==> src/rtl/urv_irq_unit.sv <==
// uRV machine-mode trap controller: parametrised IRQ count, per-IRQ edge/level select, MPIE stacking.
// Optional `URV_IRQ_VECTORED_EN: mtvec[0]=1 vectors interrupts to base + 4*code.

module urv_irq_line (
  input  logic clk_i,
  input  logic rst_i,
  input  logic irq_i,
  input  logic edge_i,
  input  logic clr_i,
  output logic pend_o
);
  logic irq_q, sticky_q;

  // Sticky edge latch only tracks while in edge mode, so a mode switch starts clean.
  always_ff @(posedge clk_i) begin
    if (rst_i) begin
      irq_q    <= 1'b0;
      sticky_q <= 1'b0;
    end else begin
      irq_q    <= irq_i;
      sticky_q <= edge_i ? ((sticky_q & ~clr_i) | (irq_i & ~irq_q)) : 1'b0;
    end
  end

  assign pend_o = edge_i ? sticky_q : irq_q;
endmodule

module urv_irq_unit #(
  parameter int          NUM_IRQS        = 8,
  parameter logic [31:0] RESET_MTVEC     = 32'h8,
  parameter logic [11:0] CSR_ID_MIRQEDGE = 12'h7C0
) (
  input  logic                clk_i,
  input  logic                rst_i,
  input  logic                x_stall_i,
  input  logic                x_kill_i,
  input  logic                d_is_csr_i,
  input  logic                d_is_eret_i,
  input  logic [11:0]         d_csr_sel_i,
  input  logic [31:0]         x_csr_write_value_i,
  input  logic [NUM_IRQS-1:0] exp_irq_i,
  input  logic                exp_tick_i,
  input  logic                exp_breakpoint_i,
  input  logic                exp_unaligned_load_i,
  input  logic                exp_unaligned_store_i,
  input  logic                exp_invalid_insn_i,
  input  logic [31:0]         x_exception_pc_i,
  output logic                x_exception_o,
  output logic [31:0]         x_exception_pc_o,
  output logic [31:0]         x_exception_vector_o,
  output logic [31:0]         csr_mstatus_o,
  output logic [31:0]         csr_mip_o,
  output logic [31:0]         csr_mie_o,
  output logic [31:0]         csr_mtvec_o,
  output logic [31:0]         csr_mepc_o,
  output logic [31:0]         csr_mcause_o,
  output logic [31:0]         csr_mirqedge_o
);
  localparam logic [11:0] ID_MSTATUS = 12'h300;
  localparam logic [11:0] ID_MIE     = 12'h304;
  localparam logic [11:0] ID_MTVEC   = 12'h305;
  localparam logic [11:0] ID_MEPC    = 12'h341;
  localparam logic [11:0] ID_MIP     = 12'h344;
  localparam logic [31:0] EXC_MASK   = 32'h0000_005C;
  localparam logic [31:0] IRQ_MASK   = ((32'h1 << NUM_IRQS) - 32'h1) << 16;
  localparam logic [31:0] INT_MASK   = IRQ_MASK | 32'h80;
`ifdef URV_IRQ_VECTORED_EN
  localparam logic [31:0] MTVEC_MASK = 32'hFFFF_FFFF;
`else
  localparam logic [31:0] MTVEC_MASK = 32'hFFFF_FFFC;
`endif

  logic                adv, eret, trap_take, is_int;
  logic                wr_mstatus, wr_mie, wr_mtvec, wr_mepc, wr_mip, wr_edge;
  logic                ie_q, mpie_q, trap_active_q;
  logic [31:0]         mtvec_q, mepc_q, mcause_q, mie_q;
  logic [31:0]         mip_rd, mie_rd, pend_eff, en;
  logic [NUM_IRQS-1:0] mirqedge_q, irq_pend, line_clr;
  logic [7:0]          sticky_q, sticky_set, sticky_clr;
  logic [4:0]          cause;
  logic [31:0]         base;

  assign adv        = !x_stall_i && !x_kill_i;
  assign wr_mstatus = adv && d_is_csr_i && (d_csr_sel_i == ID_MSTATUS);
  assign wr_mie     = adv && d_is_csr_i && (d_csr_sel_i == ID_MIE);
  assign wr_mtvec   = adv && d_is_csr_i && (d_csr_sel_i == ID_MTVEC);
  assign wr_mepc    = adv && d_is_csr_i && (d_csr_sel_i == ID_MEPC);
  assign wr_mip     = adv && d_is_csr_i && (d_csr_sel_i == ID_MIP);
  assign wr_edge    = adv && d_is_csr_i && (d_csr_sel_i == CSR_ID_MIRQEDGE);

  assign mip_rd   = {16'(irq_pend), 8'h00, sticky_q & 8'hDC};
  assign mie_rd   = mie_q | EXC_MASK;
  // Illegal instruction requests a trap in its own cycle, ahead of its sticky bit.
  assign pend_eff = mip_rd | {29'b0, exp_invalid_insn_i, 2'b00};
  assign en       = (pend_eff & EXC_MASK) | (pend_eff & mie_rd & INT_MASK & {32{ie_q}});

  // Priority order coincides with ascending mip bit index.
  always_comb begin
    cause = '0;
    for (int b = 31; b >= 0; b--)
      if (en[b]) cause = 5'(b);
  end

  assign is_int        = (cause == 5'd7) || cause[4];
  assign x_exception_o = (|en) && !trap_active_q;
  assign eret          = adv && d_is_eret_i;
  assign trap_take     = adv && x_exception_o && !d_is_eret_i;

  always_comb begin
    sticky_set    = '0;
    sticky_set[2] = exp_invalid_insn_i && !(trap_take && cause == 5'd2);
    sticky_set[3] = exp_breakpoint_i;
    sticky_set[4] = exp_unaligned_load_i;
    sticky_set[6] = exp_unaligned_store_i;
    sticky_set[7] = exp_tick_i;
    sticky_clr    = '0;
    for (int b = 0; b < 8; b++)
      sticky_clr[b] = (trap_take && cause == 5'(b)) || (wr_mip && !x_csr_write_value_i[b]);
  end

  for (genvar n = 0; n < NUM_IRQS; n++) begin : g_line
    assign line_clr[n] = (trap_take && cause == 5'(16 + n)) ||
                         (wr_mip && !x_csr_write_value_i[16 + n]);
    urv_irq_line u_line (
      .clk_i  (clk_i),
      .rst_i  (rst_i),
      .irq_i  (exp_irq_i[n]),
      .edge_i (mirqedge_q[n]),
      .clr_i  (line_clr[n]),
      .pend_o (irq_pend[n])
    );
  end

  always_ff @(posedge clk_i) begin
    if (rst_i) begin
      sticky_q      <= '0;
      ie_q          <= 1'b0;
      mpie_q        <= 1'b0;
      trap_active_q <= 1'b0;
      mepc_q        <= '0;
      mcause_q      <= '0;
      mie_q         <= '0;
      mtvec_q       <= RESET_MTVEC & MTVEC_MASK;
      mirqedge_q    <= '0;
    end else begin
      sticky_q <= ((sticky_q & ~sticky_clr) | sticky_set) & 8'hDC;
      if (eret) begin
        ie_q          <= mpie_q;
        mpie_q        <= 1'b1;
        trap_active_q <= 1'b0;
      end else if (trap_take) begin
        mpie_q        <= ie_q;
        ie_q          <= 1'b0;
        trap_active_q <= 1'b1;
      end else if (wr_mstatus) begin
        ie_q   <= x_csr_write_value_i[0];
        mpie_q <= x_csr_write_value_i[1];
      end
      if (trap_take) begin
        mepc_q   <= x_exception_pc_i;
        mcause_q <= {is_int, 26'b0, cause};
      end else if (wr_mepc) begin
        mepc_q <= x_csr_write_value_i;
      end
      if (wr_mie)   mie_q      <= x_csr_write_value_i & INT_MASK;
      if (wr_mtvec) mtvec_q    <= x_csr_write_value_i & MTVEC_MASK;
      if (wr_edge)  mirqedge_q <= x_csr_write_value_i[NUM_IRQS-1:0];
    end
  end

  assign base = {mtvec_q[31:2], 2'b00};
`ifdef URV_IRQ_VECTORED_EN
  assign x_exception_vector_o = (mtvec_q[0] && is_int) ? base + {25'b0, cause, 2'b00} : base;
`else
  assign x_exception_vector_o = base;
`endif

  assign x_exception_pc_o = mepc_q;
  assign csr_mstatus_o    = {30'b0, mpie_q, ie_q};
  assign csr_mip_o        = mip_rd;
  assign csr_mie_o        = mie_rd;
  assign csr_mtvec_o      = mtvec_q;
  assign csr_mepc_o       = mepc_q;
  assign csr_mcause_o     = mcause_q;
  assign csr_mirqedge_o   = 32'(mirqedge_q);
endmodule

==> config.mk <==
export PLATFORM = sky130hd
export DESIGN_NAME = urv_irq_unit
export DESIGN_NICKNAME = d
export VERILOG_FILES = /design/src/rtl/urv_irq_unit.sv
export SDC_FILE = /design/constraint.sdc
export NUM_CORES = 1
export LEC_CHECK = 0
export CORE_AREA = 3 3 150 152
export CTS_BUF_LIST = sky130_fd_sc_hd__clkbuf_16
export DETAILED_ROUTE_END_ITERATION = 8
export DIE_AREA = 0 0 153 155
export PLACE_DENSITY_LB_ADDON = 0.3
export REMOVE_ABC_BUFFERS = 1
export SKIP_LAST_GASP = 1
export SYNTH_ARGS = -nofsm -noshare
export SYNTH_HDL_FRONTEND = slang
export SYNTH_SLANG_ARGS = --single-unit
export TNS_END_PERCENT = 20
==> constraint.sdc <==
create_clock -name clk_i -period 1.9 [get_ports clk_i]
set_input_delay 0.38 -clock clk_i [delete_from_list [all_inputs] [get_ports clk_i]]
set_output_delay 0.38 -clock clk_i [all_outputs]
set_load 0.02 [all_outputs]
==> results of run 1 <==
## per-stage QoR
step | instances | cell area (µm²) | TNS (ns) | setup WS, ns
after floorplan | 645 | 5300 | -43.37 | -1.13
after global routing | 1313 | 10300 | -14.00 | -0.325
final | 1313 | 10300 | -8.50 | -0.288
after detailed placement | 1265 | 9010 | -47.44 | -0.574
after CTS | 1300 | 9930 | -9.42 | -0.293
after global placement | 1265 | 9010 | -46.64 | -0.559
## worst max-delay path: cells and delay by family, from the launching register on
kind	cells	cell delay, ns
AOI/OAI and AO/OA	2	0.31
buffers and inverters	1	0.16
DFF	1	0.35
muxes	1	0.33
and+or+nand+nor	1	0.30
## sequential cells by signal, indices dropped and copies added (netlist names)
signal,cells
mirqedge_q,8
csr_mcause_o,5
trap_active_q,1
ie_q,1
csr_mtvec_o,30
sticky_q,5
g_line.u_line.irq_q,8
mie_q,9
csr_mepc_o,32
g_line.u_line.sticky_q,8
mpie_q,1
## layout by cell type, fill, tap and decap left out, types with 14 or more instances in the layout
master           instances
a211oi_2                32
a21oi_1                 43
buf_12                  17
buf_4                   85
clkbuf_16               14
clkdlybuf4s50_1        244
conb_1                 127
dfxtp_1                 99
mux2i_1                 42
nand2_1                 95
nor2_1                  49
nor2b_1                 14
## power by group
group | leakage, nW | total [W] | switching [W] | internal, W
Sequential | 0.882 | 0.00237 | 0.0000479 | 0.00232
Combinational | 3.02 | 0.00131 | 0.000723 | 0.000590
Clock | 0.126 | 0.00184 | 0.000944 | 0.000898
Total | 4.03 | 0.00552 | 0.00171 | 0.00381
## routing by layer
layer	routed length [µm]	part of all wire (%)	global-route usage (%)
met2	11100	48	30.7
met1	9420	41	21.9
met4	429	1.9	5.18
met5	20	0.087	0
met3	1970	8.6	4.39
## cell families (layout without fill, tap and decap cells)
group	after synthesis	in the layout	synth area share (%)
buf+inv	254	405	27.3
simple gates	218	218	15.5
compound gates	129	129	16.1
flops	108	108	32.8
mux	51	51	8.11
other cells	2	127	0.114
## final cells by class
type | instances | area (µm²)
fillers | 2007 | 10900
repair buffers | 378 | 3980
multi-input cells | 525 | 3460
flip-flops and latches | 108 | 2180
well taps | 275 | 344
clock buffers | 9 | 225
clock inverters | 6 | 51.3
inverters | 12 | 45.0
## worst max path at each step
stage                  startpoint                         to  slack (ns)  cells after the start
5_1_grt             mirqedge_q[1]              x_exception_o       -0.32                      5
3_5_place_dp   exp_invalid_insn_i  g_line[0].u_line.sticky_q       -0.57                      9
6_report            mirqedge_q[1]              x_exception_o       -0.29                      5
4_1_cts             mirqedge_q[1]              x_exception_o       -0.29                      5
3_3_place_gp       d_csr_sel_i[5]              csr_mepc_o[7]       -0.56                      7
2_1_floorplan       mirqedge_q[3]            csr_mcause_o[0]       -1.13                      7
## repair_timing
item / CTS / global route
resized for setup: 88 / 36
setup endpoints to repair: 109 / 111
cloned: 9 / 6
hold buffers: 0 / 0
pin swaps: 21 / 15
setup buffers: 11 / 12
==> metrics.txt, run 1 <==
# TYPE chip_impl_metric gauge
chip_impl_metric{name="syn_avg_cell_area",unit="µm²"} 8.64
chip_impl_metric{name="timing.reg2reg.worst_path_depth",unit=""} 9
chip_impl_metric{name="power_density_over_the_cells",unit="nW/µm²"} 537
chip_impl_metric{name="power.leakage",unit="nW"} 4.03
chip_impl_metric{name="gr-total-overflow",unit=""} 0
chip_impl_metric{name="grt_pass1_vias",unit=""} 5602
chip_impl_metric{name="design_power_total",unit="W"} 0.00552
chip_impl_info{name="timing.critical_path.slowest_stage_cell",value="dfxtp_2"} 1
chip_impl_info{name="crit_path_end_kind",value="output port"} 1
chip_impl_metric{name="insertion_delay",unit="ns"} 0.36
chip_impl_info{name="rsz0062_at_grt",value="yes"} 1
chip_impl_metric{name="io-pin-count",unit=""} 384
chip_impl_metric{name="share_of_the_yosys_chip_area_belonging_to_registers",unit="%"} 32.8
chip_impl_metric{name="data_arrival_time_of_the_worst_path",unit="ns"} 1.81
chip_impl_metric{name="post-route-drc-count",unit=""} 0
chip_impl_metric{name="die_w",unit="µm"} 153
chip_impl_info{name="ys_top_cells_by_area",value="dfxtp_1 (33%), buf_4 (24%), mux2i_1 (6.7%), a211oi_2 (6.1%), nand2_1 (5.4%)"} 1
chip_impl_metric{name="grt_max_degree",unit=""} 46
chip_impl_metric{name="drt_wl_total",unit="mm"} 23.0
chip_impl_metric{name="finalHoldWorstSlack",unit="ns"} 0.399
chip_impl_metric{name="area_growth",unit="%"} 56.3
chip_impl_metric{name="first_pass_iters",unit=""} 4
chip_impl_metric{name="gpl.final_weighted_congestion",unit=""} 0.829
chip_impl_metric{name="timing.clock.skew",unit="ns"} 0.0113
chip_impl_info{name="min_from",value="rst_i"} 1
chip_impl_metric{name="io_buffer_count",unit=""} 256
chip_impl_metric{name="antenna_cells",unit=""} 0
chip_impl_metric{name="crit_path_max_fanout",unit=""} 2
chip_impl_metric{name="number_of_core_rows",unit=""} 53
chip_impl_metric{name="dr_total_vias",unit=""} 5879
chip_impl_metric{name="first_pass_grt_wire_length",unit="mm"} 32.5
chip_impl_info{name="timing.critical_path.cells",value="mux2_4, a32oi_4, and4_4, a31oi_4, buf_6"} 1
chip_impl_metric{name="vdd.ir_drop.worst",unit="mV"} 0.452
chip_impl_metric{name="synth_area",unit="µm²"} 6580
chip_impl_metric{name="via_per_inst",unit=""} 4.48
chip_impl_metric{name="finalCritPeriodShare",unit="%"} 115
chip_impl_metric{name="synth.distinct_cells",unit=""} 55
chip_impl_metric{name="detailedPlacementHpwl",unit="mm"} 16.1
chip_impl_metric{name="asyncSetResetFlopFracSynth",unit="%"} 0
chip_impl_metric{name="cpPeakStageDelay",unit="ns"} 0.35
chip_impl_info{name="start_kind",value="register"} 1
chip_impl_metric{name="required",unit="ns"} 1.52
chip_impl_metric{name="synth_edf_count",unit=""} 0
chip_impl_metric{name="avgRoutedWirePerCell",unit="µm"} 17.5
chip_impl_info{name="holdPathEnd",value="mirqedge_q[1]"} 1
chip_impl_info{name="worstHoldPathType",value="input pin to register"} 1
chip_impl_metric{name="final-hold-violation-count",unit=""} 0
chip_impl_metric{name="worst_slack",unit="ns"} -0.288
chip_impl_info{name="cts_tree",value="built"} 1
chip_impl_metric{name="period_minus_slack",unit="ns"} 2.19
chip_impl_metric{name="floorplan.initialDensity",unit="%"} 31.1
chip_impl_metric{name="hold_depth",unit=""} 2
chip_impl_info{name="failed_checks",value="setup timing"} 1
chip_impl_metric{name="net_count_reported_at_finish",unit=""} 1129
chip_impl_metric{name="yosysWarningCount",unit=""} 0
chip_impl_metric{name="synth_top_area_share",unit="%"} 32.8
chip_impl_metric{name="maxClockFrequency",unit="MHz"} 457
chip_impl_metric{name="cts_sinks",unit=""} 108
chip_impl_info{name="regToRegStartpoint",value="ie_q"} 1
chip_impl_metric{name="final-max-slew-violation-count",unit=""} 0
chip_impl_metric{name="cts-buffers-inserted",unit=""} 9
chip_impl_metric{name="first_iter_violations",unit=""} 203
chip_impl_metric{name="floorplan.die_area",unit="µm²"} 23700
chip_impl_metric{name="antenna_violating_nets_post_route",unit=""} 0
chip_impl_metric{name="cts.clk_slew.worst_paths",unit="ns"} 0.08
chip_impl_metric{name="slack_of_the_worst_reg_to_reg_path",unit="ns"} -0.19
chip_impl_metric{name="cap_violations",unit=""} 0
chip_impl_metric{name="antenna_found_initial",unit=""} 1
chip_impl_info{name="ys_dominant_reg_cell",value="dfxtp_1"} 1
chip_impl_metric{name="postSynthCellCount",unit=""} 762
chip_impl_metric{name="final_layout_size_suffix_gt1_share",unit="%"} 23.7
chip_impl_info{name="run_status",value="complete, but fails checks"} 1
chip_impl_metric{name="fin_util",unit="%"} 48.6
chip_impl_metric{name="clk_path_buf_depth",unit=""} 2
chip_impl_metric{name="setup_viol",unit=""} 68
chip_impl_info{name="post-synth-top-area-cell",value="dfxtp_1"} 1
chip_impl_info{name="clk_root_buffer_cell",value="clkbuf_16"} 1
chip_impl_info{name="worstReg2RegEnd",value="g_line[1].u_line.sticky_q"} 1
chip_impl_info{name="most_frequently_used_cell_type_in_the_post_synthesis_netlist",value="buf_4"} 1
chip_impl_info{name="top_post_synthesis_cells_by_count",value="buf_4 (209), dfxtp_1 (108), nand2_1 (95), nor2_1 (56), a21oi_1 (47)"} 1
chip_impl_info{name="criticalPathCategory",value="register to output port"} 1
chip_impl_metric{name="die_h",unit="µm"} 155
chip_impl_metric{name="synth-seq-cells",unit=""} 108
chip_impl_metric{name="htree_levels",unit=""} 3
chip_impl_metric{name="placeableCoreArea",unit="µm²"} 21200
chip_impl_metric{name="global_route.usage.total",unit="%"} 17.7
(Power assumes the default switching activity.)
==> inputs of run 2 (changes only) <==
--- a/config.mk
+++ b/config.mk
@@ -7,2 +7,3 @@
 export LEC_CHECK = 0
+export CAP_MARGIN = 20
 export CORE_AREA = 3 3 150 152
==> constraint.sdc (replaced) <==
create_clock -name clk_i -period 1.9 [get_ports clk_i]
set_input_delay 0.57 -clock clk_i [delete_from_list [all_inputs] [get_ports clk_i]]
set_output_delay 0.57 -clock clk_i [all_outputs]
set_load 0.02 [all_outputs]
==> metrics.txt, run 2 (same netlist as run 1, synthesis figures left out) <==
# TYPE chip_impl_metric gauge
chip_impl_info{name="run_status",value="complete, but fails checks"} 1
chip_impl_info{name="failed_checks",value="setup timing"} 1
chip_impl_metric{name="post-route-drc-count",unit=""} 0
chip_impl_metric{name="gr-total-overflow",unit=""} 0
chip_impl_info{name="start_kind",value="register"} 1
chip_impl_metric{name="maxClockFrequency",unit="MHz"} 424
chip_impl_metric{name="cts-hold-fix-buffers",unit=""} 0
chip_impl_metric{name="period_minus_slack",unit="ns"} 2.36
chip_impl_metric{name="vdd.ir_drop.worst",unit="mV"} 0.397
chip_impl_metric{name="clk_path_buf_depth",unit=""} 2
chip_impl_info{name="timing.critical_path.cells",value="mux2_4, a32oi_2, and4_4, a31oi_4, buf_6"} 1
chip_impl_metric{name="placeableCoreArea",unit="µm²"} 21200
chip_impl_metric{name="antenna_found_initial",unit=""} 2
chip_impl_metric{name="required",unit="ns"} 1.33
chip_impl_metric{name="antenna_cells",unit=""} 0
chip_impl_metric{name="power_density_over_the_cells",unit="nW/µm²"} 536
chip_impl_metric{name="insertion_delay",unit="ns"} 0.36
chip_impl_metric{name="met3_usage",unit="%"} 5.17
chip_impl_metric{name="htree_levels",unit=""} 3
chip_impl_metric{name="floorplan.die_area",unit="µm²"} 23700
chip_impl_metric{name="dr_total_vias",unit=""} 5841
chip_impl_metric{name="die_w",unit="µm"} 153
chip_impl_info{name="mostFrequentLayoutCell",value="clkdlybuf4s50_1"} 1
chip_impl_info{name="timing.critical_path.slowest_stage_cell",value="dfxtp_2"} 1
chip_impl_metric{name="largest_register_ff_count",unit=""} 32
chip_impl_info{name="grt.busiest_layer",value="met2"} 1
chip_impl_metric{name="net_count_reported_at_finish",unit=""} 1131
chip_impl_metric{name="detailedPlacementHpwl",unit="mm"} 16.2
chip_impl_metric{name="die_h",unit="µm"} 155
chip_impl_info{name="cts_tree",value="built"} 1
chip_impl_metric{name="floorplan.initialDensity",unit="%"} 31.1
chip_impl_metric{name="first_pass_grt_wire_length",unit="mm"} 33.2
chip_impl_metric{name="layoutNonFillerInstCount",unit=""} 1316
chip_impl_metric{name="gpl.final_weighted_congestion",unit=""} 0.848
chip_impl_info{name="worstHoldPathType",value="register to register"} 1
chip_impl_metric{name="finalCritPeriodShare",unit="%"} 124
chip_impl_info{name="crit_path_end_kind",value="output port"} 1
chip_impl_metric{name="crit_path_max_fanout",unit=""} 2
chip_impl_metric{name="first_iter_violations",unit=""} 292
chip_impl_info{name="clk_root_buffer_cell",value="clkbuf_16"} 1
chip_impl_info{name="final_cell_mix",value="clkdlybuf4s50_1 (230), conb_1 (127), dfxtp_1 (99), nand2_1 (95), buf_4 (87)"} 1
chip_impl_metric{name="final-max-slew-violation-count",unit=""} 0
chip_impl_metric{name="area_growth",unit="%"} 55.5
chip_impl_metric{name="place_inst",unit=""} 1268
chip_impl_metric{name="first_pass_iters",unit=""} 4
chip_impl_metric{name="cts_sinks",unit=""} 108
chip_impl_metric{name="use_met2",unit="%"} 30.8
chip_impl_metric{name="worst_slack",unit="ns"} -0.460
chip_impl_metric{name="avgRoutedWirePerCell",unit="µm"} 17.4
chip_impl_metric{name="number_of_core_rows",unit=""} 53
chip_impl_metric{name="io_buffer_count",unit=""} 256
chip_impl_metric{name="cap_violations",unit=""} 0
chip_impl_metric{name="final-hold-violation-count",unit=""} 0
chip_impl_info{name="rsz0062_at_grt",value="yes"} 1
chip_impl_metric{name="grt_pass1_vias",unit=""} 5763
chip_impl_metric{name="power.leakage",unit="nW"} 4.08
chip_impl_metric{name="setup_viol",unit=""} 150
chip_impl_metric{name="antenna_violating_nets_post_route",unit=""} 0
chip_impl_metric{name="finalHoldWorstSlack",unit="ns"} 0.470
chip_impl_metric{name="final_layout_size_suffix_gt1_share",unit="%"} 25.6
chip_impl_metric{name="io-pin-count",unit=""} 384
chip_impl_metric{name="met1_usage",unit="%"} 22.6
chip_impl_metric{name="data_arrival_time_of_the_worst_path",unit="ns"} 1.79
chip_impl_metric{name="cts-buffers-inserted",unit=""} 9
chip_impl_info{name="criticalPathCategory",value="register to output port"} 1
chip_impl_metric{name="cpPeakStageDelay",unit="ns"} 0.34
chip_impl_metric{name="cts.clk_slew.worst_paths",unit="ns"} 0.08
chip_impl_metric{name="global_route.usage.total",unit="%"} 18.1
chip_impl_metric{name="timing.clock.skew",unit="ns"} 0.0141
chip_impl_metric{name="drt_wl_total",unit="mm"} 22.9
chip_impl_metric{name="via_per_inst",unit=""} 4.44
chip_impl_metric{name="grt_max_degree",unit=""} 43
[run 2: cell types whose count changed in the layout (fill, tap and decap cells not counted), sizes merged]
cell,change
dlygate4sd2,-1
dlymetal6s2s,+4
clkbuf,-3
bufbuf,-1
clkinv,+3
clkinvlp,-3
inv,+1
buf,+17
clkdlybuf4s50,-14
[run 2: area by class of cell]
class / count / area (µm²)
fillers: 2009 / 10900
repair buffers: 380 / 3890
multi-input cells: 525 / 3510
flip-flops and latches: 108 / 2170
well taps: 275 / 344
clock buffers: 9 / 225
clock inverters: 7 / 48.8
inverters: 12 / 45.0
[run 2: report_power, final]
group | switching (W) | total [W] | internal, W
Sequential | 0.0000473 | 0.00237 | 0.00232
Combinational | 0.000718 | 0.00128 | 0.000563
Clock | 0.000938 | 0.00184 | 0.000898
Total | 0.00170 | 0.00549 | 0.00378
[run 2: repair_timing]
| item | CTS | global route |
|---|---|---|
| resized for setup | 162 | 33 |
| endpoints found under the setup margin | 261 | 247 |
| pin swaps | 42 | 12 |
| setup buffers | 21 | 8 |
| gates cloned | 8 | 1 |
| endpoints found under the hold margin | 0 | 0 |
[run 2: worst paths after layout]
check                                            endpoint  cells after the start             from  slack [ns]
worst max-delay path                        x_exception_o                      5    mirqedge_q[1]       -0.46
worst min-delay path                      csr_mtvec_o[11]                      2  csr_mtvec_o[11]        0.47
worst max register to register  g_line[2].u_line.sticky_q                     10             ie_q       -0.22
worst min register to register            csr_mtvec_o[11]                      2  csr_mtvec_o[11]        0.47
[run 2: metrics by stage]
| stage | util [%] | worst slack (ns) | instance area, µm² | TNS [ns] | power, W |
|---|---|---|---|---|---|
| 4_1_cts | 47.5 | -0.472 | 10100 | -14.32 | 0.00553 |
| 6_report | 48.4 | -0.460 | 10200 | -10.26 | 0.00549 |
| 5_1_grt | 48.4 | -0.506 | 10200 | -22.11 | 0.00572 |
| 3_5_place_dp | 42.8 | -0.792 | 9050 | -67.55 | 0.00357 |
| 3_3_place_gp | 42.8 | -0.798 | 9050 | -66.74 | 0.00356 |
| 2_1_floorplan | - | -1.13 | 5300 | -46.51 | 0.00294 |
[run 2: routing by layer]
metal	share of wire, %	vias up
li1	-	2808
met1	41	2737
met2	49	273
met3	8.0	19
met4	1.4	4
met5	0.15	-
[run 2: worst max-delay path, delay by kind of cell (launching register included)]
| family | cells | cell delay, ns |
|---|---|---|
| flops | 1 | 0.34 |
| buf+inv | 1 | 0.15 |
| simple gates | 1 | 0.30 |
| mux | 1 | 0.31 |
| compound gates | 2 | 0.33 |
==> inputs of run 3 (changes only) <==
Settings changed: PLACE_DENSITY set to 0.73, PLACE_DENSITY_LB_ADDON 0.3 to not set.
==> metrics.txt, run 3 (same netlist as run 1, synthesis figures left out) <==
# TYPE chip_impl_metric gauge
chip_impl_metric{name="antenna_violating_nets_post_route",unit=""} 0
chip_impl_metric{name="die_w",unit="µm"} 153
chip_impl_metric{name="nFillCells",unit=""} 2013
chip_impl_metric{name="cts.clk_slew.worst_paths",unit="ns"} 0.07
chip_impl_metric{name="setup_viol",unit=""} 157
chip_impl_metric{name="finalCritPeriodShare",unit="%"} 126
chip_impl_metric{name="power_density_over_the_cells",unit="nW/µm²"} 540
chip_impl_metric{name="grt_pass1_vias",unit=""} 6045
chip_impl_metric{name="final-max-slew-violation-count",unit=""} 0
chip_impl_info{name="worstHoldPathType",value="register to register"} 1
chip_impl_info{name="run_status",value="complete, but fails checks"} 1
chip_impl_metric{name="power.leakage",unit="nW"} 4.25
chip_impl_metric{name="die_h",unit="µm"} 155
chip_impl_info{name="crit_path_end_kind",value="output port"} 1
chip_impl_metric{name="io_buffer_count",unit=""} 256
chip_impl_metric{name="post-route-drc-count",unit=""} 0
chip_impl_metric{name="via_per_inst",unit=""} 4.51
chip_impl_metric{name="number_of_core_rows",unit=""} 53
chip_impl_metric{name="gr-total-overflow",unit=""} 0
chip_impl_metric{name="antenna_found_initial",unit=""} 0
chip_impl_metric{name="required",unit="ns"} 1.33
chip_impl_metric{name="placeableCoreArea",unit="µm²"} 21200
chip_impl_metric{name="global_route.usage.total",unit="%"} 19.1
chip_impl_info{name="timing.critical_path.slowest_stage_cell",value="dfxtp_2"} 1
chip_impl_metric{name="timing_worst_slew_pin_value",unit="ns"} 0.536
chip_impl_metric{name="period_minus_slack",unit="ns"} 2.39
chip_impl_metric{name="maxClockFrequency",unit="MHz"} 418
chip_impl_info{name="rsz0062_at_grt",value="yes"} 1
chip_impl_info{name="mostFrequentLayoutCell",value="clkdlybuf4s50_1"} 1
chip_impl_metric{name="insertion_delay",unit="ns"} 0.35
chip_impl_metric{name="data_arrival_time_of_the_worst_path",unit="ns"} 1.82
chip_impl_metric{name="slew-limit-headroom",unit="%"} 64.2
chip_impl_metric{name="floorplan.initialDensity",unit="%"} 31.1
chip_impl_metric{name="worst_slack",unit="ns"} -0.492
chip_impl_metric{name="final_layout_size_suffix_gt1_share",unit="%"} 26.3
chip_impl_metric{name="crit_path_max_fanout",unit=""} 2
chip_impl_metric{name="net_count_reported_at_finish",unit=""} 1145
chip_impl_metric{name="final-hold-violation-count",unit=""} 0
chip_impl_metric{name="first_iter_violations",unit=""} 223
chip_impl_metric{name="clk_path_buf_depth",unit=""} 2
chip_impl_metric{name="vdd.ir_drop.worst",unit="mV"} 0.409
chip_impl_info{name="cts_tree",value="built"} 1
chip_impl_info{name="start_kind",value="register"} 1
chip_impl_metric{name="avgRoutedWirePerCell",unit="µm"} 18.1
chip_impl_metric{name="design_power_total",unit="W"} 0.00557
chip_impl_metric{name="cts_sinks",unit=""} 108
chip_impl_info{name="criticalPathCategory",value="register to output port"} 1
chip_impl_info{name="failed_checks",value="setup timing"} 1
chip_impl_metric{name="io-pin-count",unit=""} 384
chip_impl_metric{name="antenna_cells",unit=""} 0
chip_impl_metric{name="fin_util",unit="%"} 48.7
chip_impl_info{name="timing.critical_path.cells",value="mux2_4, a32oi_2, and4_4, a31oi_4, buf_6"} 1
chip_impl_metric{name="first_pass_iters",unit=""} 4
chip_impl_metric{name="gpl.final_weighted_congestion",unit=""} 0.870
chip_impl_metric{name="htree_levels",unit=""} 3
chip_impl_metric{name="area_growth",unit="%"} 56.6
chip_impl_info{name="final_cell_mix",value="clkdlybuf4s50_1 (221), conb_1 (127), dfxtp_1 (100), buf_4 (98), nand2_1 (93)"} 1
chip_impl_metric{name="dr_total_vias",unit=""} 5999
chip_impl_metric{name="first_pass_grt_wire_length",unit="mm"} 35.3
chip_impl_metric{name="cpPeakStageDelay",unit="ns"} 0.34
chip_impl_info{name="clk_root_buffer_cell",value="clkbuf_16"} 1
chip_impl_metric{name="floorplan.die_area",unit="µm²"} 23700
chip_impl_metric{name="cap_violations",unit=""} 0
chip_impl_metric{name="drt_wl_total",unit="mm"} 24.0
chip_impl_metric{name="cts-buffers-inserted",unit=""} 9
chip_impl_metric{name="timing.clock.skew",unit="ns"} 0.00843
chip_impl_metric{name="detailedPlacementHpwl",unit="mm"} 16.8
chip_impl_metric{name="largest_register_ff_count",unit=""} 32
chip_impl_metric{name="grt_max_degree",unit=""} 37
==> run 3: critical path: cells and delay by family, from the launching register on <==
family / cells / cell delay, ns
AOI/OAI and AO/OA: 2 / 0.37
DFF: 1 / 0.34
muxes: 1 / 0.32
and+or+nand+nor: 1 / 0.30
buffers and inverters: 1 / 0.15
==> run 3: power breakdown <==
group | internal, W | total (W) | leakage [nW] | switching, W
registers | 0.00232 | 0.00238 | 0.882 | 0.0000569
logic | 0.000593 | 0.00132 | 3.24 | 0.000732
clock network | 0.00100 | 0.00186 | 0.130 | 0.000859
total | 0.00392 | 0.00557 | 4.25 | 0.00165
==> run 3: per-stage QoR <==
step	hold slack [ns]	std cells	setup TNS (ns)	area (µm²)	setup WS, ns
after global routing	0.497	1329	-27.78	10300	-0.552
after CTS	0.460	1319	-13.18	10100	-0.481
after global placement	0.442	1275	-62.00	9070	-0.718
after detailed placement	0.449	1275	-61.22	9070	-0.739
final	0.476	1329	-12.37	10300	-0.492
after floorplan	0.485	645	-46.51	5300	-1.13
==> run 3: worst paths after layout <==
kind | start | to | slack [ns] | cells past startpoint
max reg2reg | mirqedge_q[5] | g_line[4].u_line.sticky_q | -0.24 | 9
min | csr_mtvec_o[9] | csr_mtvec_o[9] | 0.48 | 2
min reg2reg | csr_mtvec_o[9] | csr_mtvec_o[9] | 0.48 | 2
max | mirqedge_q[5] | x_exception_o | -0.49 | 5
==> run 3: area by class of cell <==
class	count	area (µm²)	share of cell area, %
clock buffer	9	225	2.18
multi-input combinational	525	3480	33.8
sequential	108	2170	21.1
inverter	12	45.0	0.437
clock inverter	6	56.3	0.546
timing repair buffer	394	3980	38.6
tap	275	344	3.34
==> run 3: metal layers <==
layer,vias to the layer above,share of wire (%),GRT usage (%)
li1,2826,-,-
met1,2870,40,22.7
met2,286,52,35.3
met3,17,6.9,4.28
met4,0,0.93,3.86
met5,-,0,0
==> run 3: repair_timing <==
action	4_1_cts	5_1_grt
gates resized for setup	143	51
pin swaps	42	32
hold buffers	0	0
endpoints found under the setup margin	252	257
buffers inserted	24	13
cloned	8	0
